[src/rtl/ping_pong_row_buffer.sv]
// Dual-bank (ping/pong) row buffer for the convolution datapath.
// One bank fills from the pixel stream while the other drains toward the
// window. Each bank has its own write and read pointers. The read path is
// registered, and a sticky flag records any cycle that asks for both reads.
module ping_pong_row_buffer #(
    parameter int IMAGE_SIZE = 16,
    parameter int DATA_SIZE  = 16,
    parameter int ADDR_SIZE  = 4
) (
    input  logic                 clk,
    input  logic                 rst,
    input  logic                 frame_start,
    input  logic [DATA_SIZE-1:0] din,
    input  logic                 ping_wr_en,
    input  logic                 pong_wr_en,
    input  logic                 ping_rd_en,
    input  logic                 pong_rd_en,
    output logic [DATA_SIZE-1:0] dout,
    output logic                 dout_valid,
    output logic                 dout_sel,
    output logic [ADDR_SIZE-1:0] ping_wr_ptr,
    output logic [ADDR_SIZE-1:0] pong_wr_ptr,
    output logic                 collision_err
);

    localparam logic [ADDR_SIZE-1:0] LAST_ADDR = ADDR_SIZE'(IMAGE_SIZE - 1);

    logic [DATA_SIZE-1:0] ping_mem_q [IMAGE_SIZE];
    logic [DATA_SIZE-1:0] pong_mem_q [IMAGE_SIZE];

    logic [ADDR_SIZE-1:0] ping_wr_ptr_q, ping_wr_ptr_d;
    logic [ADDR_SIZE-1:0] pong_wr_ptr_q, pong_wr_ptr_d;
    logic [ADDR_SIZE-1:0] ping_rd_ptr_q, ping_rd_ptr_d;
    logic [ADDR_SIZE-1:0] pong_rd_ptr_q, pong_rd_ptr_d;
    logic [DATA_SIZE-1:0] dout_q, dout_d;
    logic                 dout_valid_q, dout_valid_d;
    logic                 dout_sel_q, dout_sel_d;
    logic                 collision_err_q, collision_err_d;

    // The row length need not be a power of two, so wrap on the last pixel
    // instead of relying on natural pointer overflow.
    function automatic logic [ADDR_SIZE-1:0] next_ptr(input logic [ADDR_SIZE-1:0] p);
        return (p == LAST_ADDR) ? '0 : p + ADDR_SIZE'(1);
    endfunction

    // Storage is never reset, so its contents survive a reset mid-stream.
    always_ff @(posedge clk) begin
        if (ping_wr_en) ping_mem_q[ping_wr_ptr_q] <= din;
        if (pong_wr_en) pong_mem_q[pong_wr_ptr_q] <= din;
    end

    // Next-state logic for the pointers, the read register and the error flag.
    // A read samples the array before the same edge's write lands, so a
    // read-during-write returns the old word. frame_start only overrides the
    // pointer updates; data movement still uses the pre-clear pointers.
    always_comb begin
        ping_wr_ptr_d   = ping_wr_ptr_q;
        pong_wr_ptr_d   = pong_wr_ptr_q;
        ping_rd_ptr_d   = ping_rd_ptr_q;
        pong_rd_ptr_d   = pong_rd_ptr_q;
        dout_d          = dout_q;
        dout_valid_d    = 1'b0;
        dout_sel_d      = dout_sel_q;
        collision_err_d = collision_err_q;

        if (ping_wr_en) ping_wr_ptr_d = next_ptr(ping_wr_ptr_q);
        if (pong_wr_en) pong_wr_ptr_d = next_ptr(pong_wr_ptr_q);

        if (ping_rd_en) begin
            dout_d        = ping_mem_q[ping_rd_ptr_q];
            dout_sel_d    = 1'b0;
            dout_valid_d  = 1'b1;
            ping_rd_ptr_d = next_ptr(ping_rd_ptr_q);
            if (pong_rd_en) collision_err_d = 1'b1;
        end else if (pong_rd_en) begin
            dout_d        = pong_mem_q[pong_rd_ptr_q];
            dout_sel_d    = 1'b1;
            dout_valid_d  = 1'b1;
            pong_rd_ptr_d = next_ptr(pong_rd_ptr_q);
        end

        if (frame_start) begin
            ping_wr_ptr_d   = '0;
            pong_wr_ptr_d   = '0;
            ping_rd_ptr_d   = '0;
            pong_rd_ptr_d   = '0;
            collision_err_d = 1'b0;
        end
    end

    // Control and output registers with asynchronous active-low reset.
    always_ff @(posedge clk or negedge rst) begin
        if (!rst) begin
            ping_wr_ptr_q   <= '0;
            pong_wr_ptr_q   <= '0;
            ping_rd_ptr_q   <= '0;
            pong_rd_ptr_q   <= '0;
            dout_q          <= '0;
            dout_valid_q    <= 1'b0;
            dout_sel_q      <= 1'b0;
            collision_err_q <= 1'b0;
        end else begin
            ping_wr_ptr_q   <= ping_wr_ptr_d;
            pong_wr_ptr_q   <= pong_wr_ptr_d;
            ping_rd_ptr_q   <= ping_rd_ptr_d;
            pong_rd_ptr_q   <= pong_rd_ptr_d;
            dout_q          <= dout_d;
            dout_valid_q    <= dout_valid_d;
            dout_sel_q      <= dout_sel_d;
            collision_err_q <= collision_err_d;
        end
    end

    assign dout          = dout_q;
    assign dout_valid    = dout_valid_q;
    assign dout_sel      = dout_sel_q;
    assign ping_wr_ptr   = ping_wr_ptr_q;
    assign pong_wr_ptr   = pong_wr_ptr_q;
    assign collision_err = collision_err_q;

endmodule

[config.mk]
export PLATFORM = sky130hd
export DESIGN_NAME = ping_pong_row_buffer
export DESIGN_NICKNAME = d
export VERILOG_FILES = /design/src/rtl/ping_pong_row_buffer.sv
export SDC_FILE = /design/constraint.sdc
export NUM_CORES = 1
export LEC_CHECK = 0
export CAP_MARGIN = 10
export CORE_ASPECT_RATIO = 1.4
export CORE_MARGIN = 10
export CORE_UTILIZATION = 65
export CTS_CLUSTER_DIAMETER = 100
export CTS_CLUSTER_SIZE = 40
export DETAILED_ROUTE_END_ITERATION = 10
export PLACE_DENSITY = 0.83
export SLEW_MARGIN = 10
export SYNTH_ARGS = -nofsm -noshare
export SYNTH_HDL_FRONTEND = slang
export SYNTH_SLANG_ARGS = --single-unit
[constraint.sdc]
create_clock -name clk -period 4.16 [get_ports clk]
set_clock_uncertainty 0.1 [all_clocks]
set_input_delay 0.624 -clock clk [delete_from_list [all_inputs] [get_ports clk]]
set_output_delay 0.624 -clock clk [all_outputs]
set_load 0.01 [all_outputs]
; ---- Yosys cells after proc, flatten, opt, wreduce, memory -nomap -nowiden
; Memories as Yosys holds them, arrays and structs flattened.
; Index checks and enable logic that the tools add are counted.
[totals]
regBits = 35
mem_bits_rw = 512
out_inout_bits = 27
memories = 2
[memory_table]
columns = memory, depth, word_bits, read_ports, rd_clocked_by_memory_dff, wr, line_no
row1 = ping_mem_q, 16, 16, 1, 0, 1, 28  ; logic [DATA_SIZE-1:0] ping_mem_q [IMAGE_SIZE];
row2 = pong_mem_q, 16, 16, 1, 0, 1, 29  ; logic [DATA_SIZE-1:0] pong_mem_q [IMAGE_SIZE];
[classes]
n_addsub = 4
n_eq_ne = 5
n_mux = 25
reduce_logical = 7
[ops]
columns = operator, count
row1 = $mux 4, 13
row2 = $mux 16, 2
row3 = $add 4x1->4 const B, 4
row4 = $eq 4x4->1 const B, 4
row5 = $mux 1, 10
row6 = $reduce_bool 2->1, 5
row7 = $reduce_and 2->1, 2
row8 = $ne 2x2->1 const B, 1

; ---- Depth between registers and ports, before layout
[depth]
depth_word = 5
mapped_depth = 7
depth_no_buf = 4

; ---- Least setup slack after synthesis
; OpenSTA, ideal clock, no wires.
[synth_timing]
kind = input -> register
start = input port ping_wr_en
end = memory ping_mem_q[11][0] (enable)
arrival_time_ps = 2289
slack_ps = 1358
cell_stages = 3
path_buffers = 1
path_cell_list = clkbuf_1 > nand2_1 > nor3b_1
[synth_between]
elab_chain_cells = 2
[synth_rtl]
columns = item, line_no
row1 = "start, declared", 14  ; input logic ping_wr_en,
row2 = $mux 1, 48  ; if (ping_wr_en) ping_mem_q[ping_wr_ptr_q] <= din;
row3 = $mux 1 (not written as such), 48
row4 = "end, declared", 28
; No other way between the ends.

; ---- Worst setup path in the final report
[layout_timing]
start = register ping_rd_ptr_q[0]
end = register dout_q[0] (netlist: dout[0])
[layout_between]
elab_chain_cells = 2
[layout_rtl]
columns = item, line_no
row1 = "start, declared", 33  ; logic [ADDR_SIZE-1:0] ping_rd_ptr_q, ping_rd_ptr_d;
row2 = "start signal, assigned", 105  ; ping_rd_ptr_q <= ping_rd_ptr_d;
row3 = $mem_v2 16x16, --
row4 = $mux 16, 69  ; if (ping_rd_en) begin
row5 = "end signal, assigned", 107  ; dout_q <= dout_d;
row6 = "end, declared", 35  ; logic [DATA_SIZE-1:0] dout_q, dout_d;
; No other way between the ends.
; A chain may end at the register's enable or synchronous reset.

==> qor_table.md <==
| Quantity | Value | Unit |
|:---|:---|:---|
| Number of rows in the core area | 78 | - |
| Area taken by flip-flops and latches | 16,300 | um^2 |
| CTS tree | built | - |
| Outcome | finished clean | - |
| Die Span X | 173 | um |
| Number of nets in the layout | 1,223 | - |
| Iteration count of the initial detailed-routing pass | 6 | - |
| Data required, critical path | 4.49 | ns |
| Synthesized area per cell | 18.5 | um^2 |
| Total die area | 40,500 | um^2 |
| HPWL after DPL | 28,000 | um |
| Number of port buffers | 49 | - |
| Top cell type by total area after synthesis | sky130_fd_sc_hd__edfxtp_1 | - |
| Inserted Clock Buffers | 17 | - |
| Kind of start point of the critical path | register | - |
| Post-synth top area share | 0.721 | - |
| Core Box Area | 32,400 | um^2 |
| Number of setup buffers added after CTS | 0 | - |
| Commonest register cell after synthesis | sky130_fd_sc_hd__edfxtp_1 | - |
| Final worst-path cycle share | 0.688 | - |
| Quantity of hold-fixing buffers added after cts | 0 | - |
| Relative slew slack | 0.151 | - |
| Worst EP arrival | 3.19 | ns |
| IO Count | 50 | - |
| Synthesized area | 21,300 | um^2 |
| Type of the worst min-delay path | primary input to asynchronous set/reset pin | - |
| Endpoints failing hold | 0 | - |
| Antenna-violating nets left | 0 | - |
| Sum of negative setup slack | 0 | ns |
| Worst slack on hold paths | 0.111 | ns |
| Leakage power of the design | 7.14 | nW |
| Fin. max-slew vios | 0 | - |
| Cell chosen for the clock root | sky130_fd_sc_hd__clkbuf_16 | - |
| Post-synthesis cell type count | 37 | - |
| Initial Util | 0.658 | - |
| Vias in the first global route | 10.9k | - |
| Worst vdd rail ir drop | 0.390 | mV |
| Placed Cells | 1,611 | - |
| Setup repair after global routing missed its margin | false | - |
| Clk buf depth | 3 | - |
| Worst setup timing slack at the placement stage | 1.24 | ns |
| Vertical die dimension | 234 | um |
| Syn nets | 1,184 | - |
| Clock input transition at the sequential cells of the worst setup and hold paths | 0.14 | ns |
| Clock sink count | 547 | - |
| Slew at the pin with the worst max-slew slack | 1.27 | ns |
| Filler instances | 2,018 | - |
| Maximum level of the CTS H-tree | 1 | - |
| Fraction of final layout cells sized beyond drive strength 1 | 0.116 | - |
| Max-cap viol count | 0 | - |
| Routed length per placed instance | 28.0 | um |
| Count of flip-flops with a built-in enable after synthesis | 512 | - |
| Clock latency of the later-clocked register in the worst-skew pair | 0.55 | ns |
| Finish-stage setup viols | 0 | - |
| Last weighted congestion value of the routability-driven placer | 0.849 | - |
| Number of register bits inferred by synthesis | 547 | - |
| Top cells by area in the synthesized netlist | sky130_fd_sc_hd__edfxtp_1 (72%), sky130_fd_sc_hd__mux2i_1 (6.2%), sky130_fd_sc_hd__mux4_2 (6.0%) | - |
| Remaining Overflow, GRT | 0 | - |
| Post-cts repair resize count | 0 | - |
| Fraction of the yosys area taken by sequential cells | 0.762 | - |
| Total power consumption of the routed design | 9.10 | mW |
| Highest attainable clock frequency | 0.349 | GHz |
| Fraction of registers with async set or reset after synthesis | 0.0640 | - |
| Number of vias in the routed layout | 10.9k | - |
| Remaining routing DRC violations | 0 | - |
| Count of non-filler cells in the finished layout | 1,640 | - |
| Number of violations reported at the end of detailed-routing iteration 0 | 1,331 | - |
| Type of destination of the critical path | register | - |
| DR vias/cell | 6.68 | - |
| Area Growth Syn to Fin | 7.12 | % |
| Reg2reg setup slack | 1.30 | ns |
| Wire length after detailed routing | 45,900 | um |
| Critical Setup Path Class | register to register | - |
| Maximum fanout along the worst path | 28 | - |
| Mapped Cells | 1,151 | - |
| # diodes | 0 | - |
| Total power per unit cell area | 398 | nW/um^2 |
| Minimum clock period | 2.86 | ns |
| Multi-input gate area in the final layout | 4760 | um^2 |
| Maximum number of pins on one net before global-route repair | 51 | - |
| Global-route wire length before repair | 68,400 | um |
| Initial antenna violation count | 0 | - |
| Post-route setup slack | 1.30 | ns |
| Count of synthesis-stage warnings from yosys | 0 | - |
| Overall track demand over capacity in global routing | 0.224 | - |
state kept, by name, summed over array words and instances (netlist names):
register and count:
ping_mem_q 256, pong_wr_ptr 4, pong_rd_ptr_q 4, ping_wr_ptr 4, dout_sel 1, ping_rd_ptr_q 4
dout_valid 1, collision_err 1, pong_mem_q 256, dout 16
cell families (layout without fill, tap and decap cells):
logic type / Yosys count / after routing / share of synthesized area
flip-flops: 547 / 547 / 0.762
buffers and inverters: 73 / 122 / 0.0168
AND/OR/NAND/NOR: 190 / 190 / 0.0421
adder cells (fa/ha/maj): 10 / 10 / 0.00587
multiplexers: 196 / 196 / 0.131
AO/OA/AOI/OAI: 130 / 130 / 0.0401
XOR/XNOR: 5 / 5 / 0.00205
stage by stage:
step,utilization,area (um^2)
floorplan,-,21300
global placement,0.691,22400
detailed placement,0.691,22400
CTS,0.706,22900
global route,0.705,22800
finish,0.705,22800
power by group:
| group | switching [mW] | total [mW] | internal, mW |
|---|---|---|---|
| clock | 1.49 | 2.29 | 0.798 |
| combinational | 0.353 | 0.619 | 0.267 |
| sequential | 0.0849 | 6.19 | 6.11 |
| total | 1.92 | 9.10 | 7.17 |
placed cells by master (no fill, tap or decap), types with 4 or more instances in the layout:
cell type,count
sky130_fd_sc_hd__nor2_1,30
sky130_fd_sc_hd__buf_2,8
sky130_fd_sc_hd__a21oi_1,44
sky130_fd_sc_hd__clkbuf_1,11
sky130_fd_sc_hd__nand3_1,34
sky130_fd_sc_hd__nor3_2,4
sky130_fd_sc_hd__mux4_1,7
sky130_fd_sc_hd__nand2_1,69
sky130_fd_sc_hd__o21ai_0,4
sky130_fd_sc_hd__clkbuf_16,17
sky130_fd_sc_hd__dfrtp_1,32
sky130_fd_sc_hd__o21ai_1,16
sky130_fd_sc_hd__mux4_2,57
sky130_fd_sc_hd__and2_1,13
sky130_fd_sc_hd__clkdlybuf4s50_1,41
sky130_fd_sc_hd__a22o_1,32
sky130_fd_sc_hd__edfxtp_1,512
sky130_fd_sc_hd__ha_1,10
sky130_fd_sc_hd__a22oi_1,32
sky130_fd_sc_hd__buf_4,37
sky130_fd_sc_hd__nand4_1,16
sky130_fd_sc_hd__mux2i_1,132
sky130_fd_sc_hd__nand2b_1,6
sky130_fd_sc_hd__xor2_1,4
sky130_fd_sc_hd__inv_1,5
cell usage after synthesis (all sizes together) (3+ instances only):
| master | instances |
|---|---|
| a21oi | 44 |
| a22o | 32 |
| a22oi | 32 |
| and2 | 14 |
| buf | 29 |
| clkbuf | 39 |
| dfrtp | 35 |
| edfxtp | 512 |
| ha | 10 |
| inv | 5 |
| mux2i | 132 |
| mux4 | 64 |
| nand2 | 69 |
| nand2b | 6 |
| nand3 | 34 |
| nand4 | 16 |
| nor2 | 32 |
| nor2b | 5 |
| nor3 | 4 |
| nor3b | 3 |
| o21ai | 20 |
| xor2 | 4 |
critical path, stage by stage (launching register included):
cell and delay (ns):
sky130_fd_sc_hd__dfrtp_4 0.83, sky130_fd_sc_hd__buf_4 0.36, sky130_fd_sc_hd__buf_4 0.22, sky130_fd_sc_hd__mux4_2 0.51, sky130_fd_sc_hd__a22o_1 0.25, sky130_fd_sc_hd__o21ai_1 0.31
sky130_fd_sc_hd__nand4_1 0.14
layer usage:
metal | share of wire | track usage | vias to the layer above
li1 | - | - | 4619
met1 | 0.37 | 0.292 | 5678
met2 | 0.52 | 0.391 | 565
met3 | 0.079 | 0.0280 | 85
met4 | 0.029 | 0.0708 | 0
met5 | 0 | 0 | -
area by class of cell:
| type | instances | area share |
|---|---|---|
| clock buffers | 28 | 0.0204 |
| inverters | 5 | 0.000822 |
| well taps | 440 | 0.0241 |
| clock inverters | 1 | 0.000712 |
| multi-input cells | 531 | 0.208 |
| repair buffers | 88 | 0.0336 |
| flip-flops and latches | 547 | 0.712 |
worst paths after layout:
| path | startpoint | to | cells after the start |
|---|---|---|---|
| max | ping_rd_ptr_q[0]$_DFFE_PN0P_ | dout[0]$_DFFE_PN0P_ | 6 |
| min | rst | ping_wr_ptr[0]$_DFFE_PN0P_ | 1 |
| max reg2reg | ping_rd_ptr_q[0]$_DFFE_PN0P_ | dout[0]$_DFFE_PN0P_ | 6 |
| min reg2reg | collision_err$_DFFE_PN0P_ | collision_err$_DFFE_PN0P_ | 2 |
| max in group asynchronous | rst | pong_rd_ptr_q[0]$_DFFE_PN0P_ | 1 |
| min in group clk | collision_err$_DFFE_PN0P_ | collision_err$_DFFE_PN0P_ | 2 |
Power figures use the tool's default switching activity.
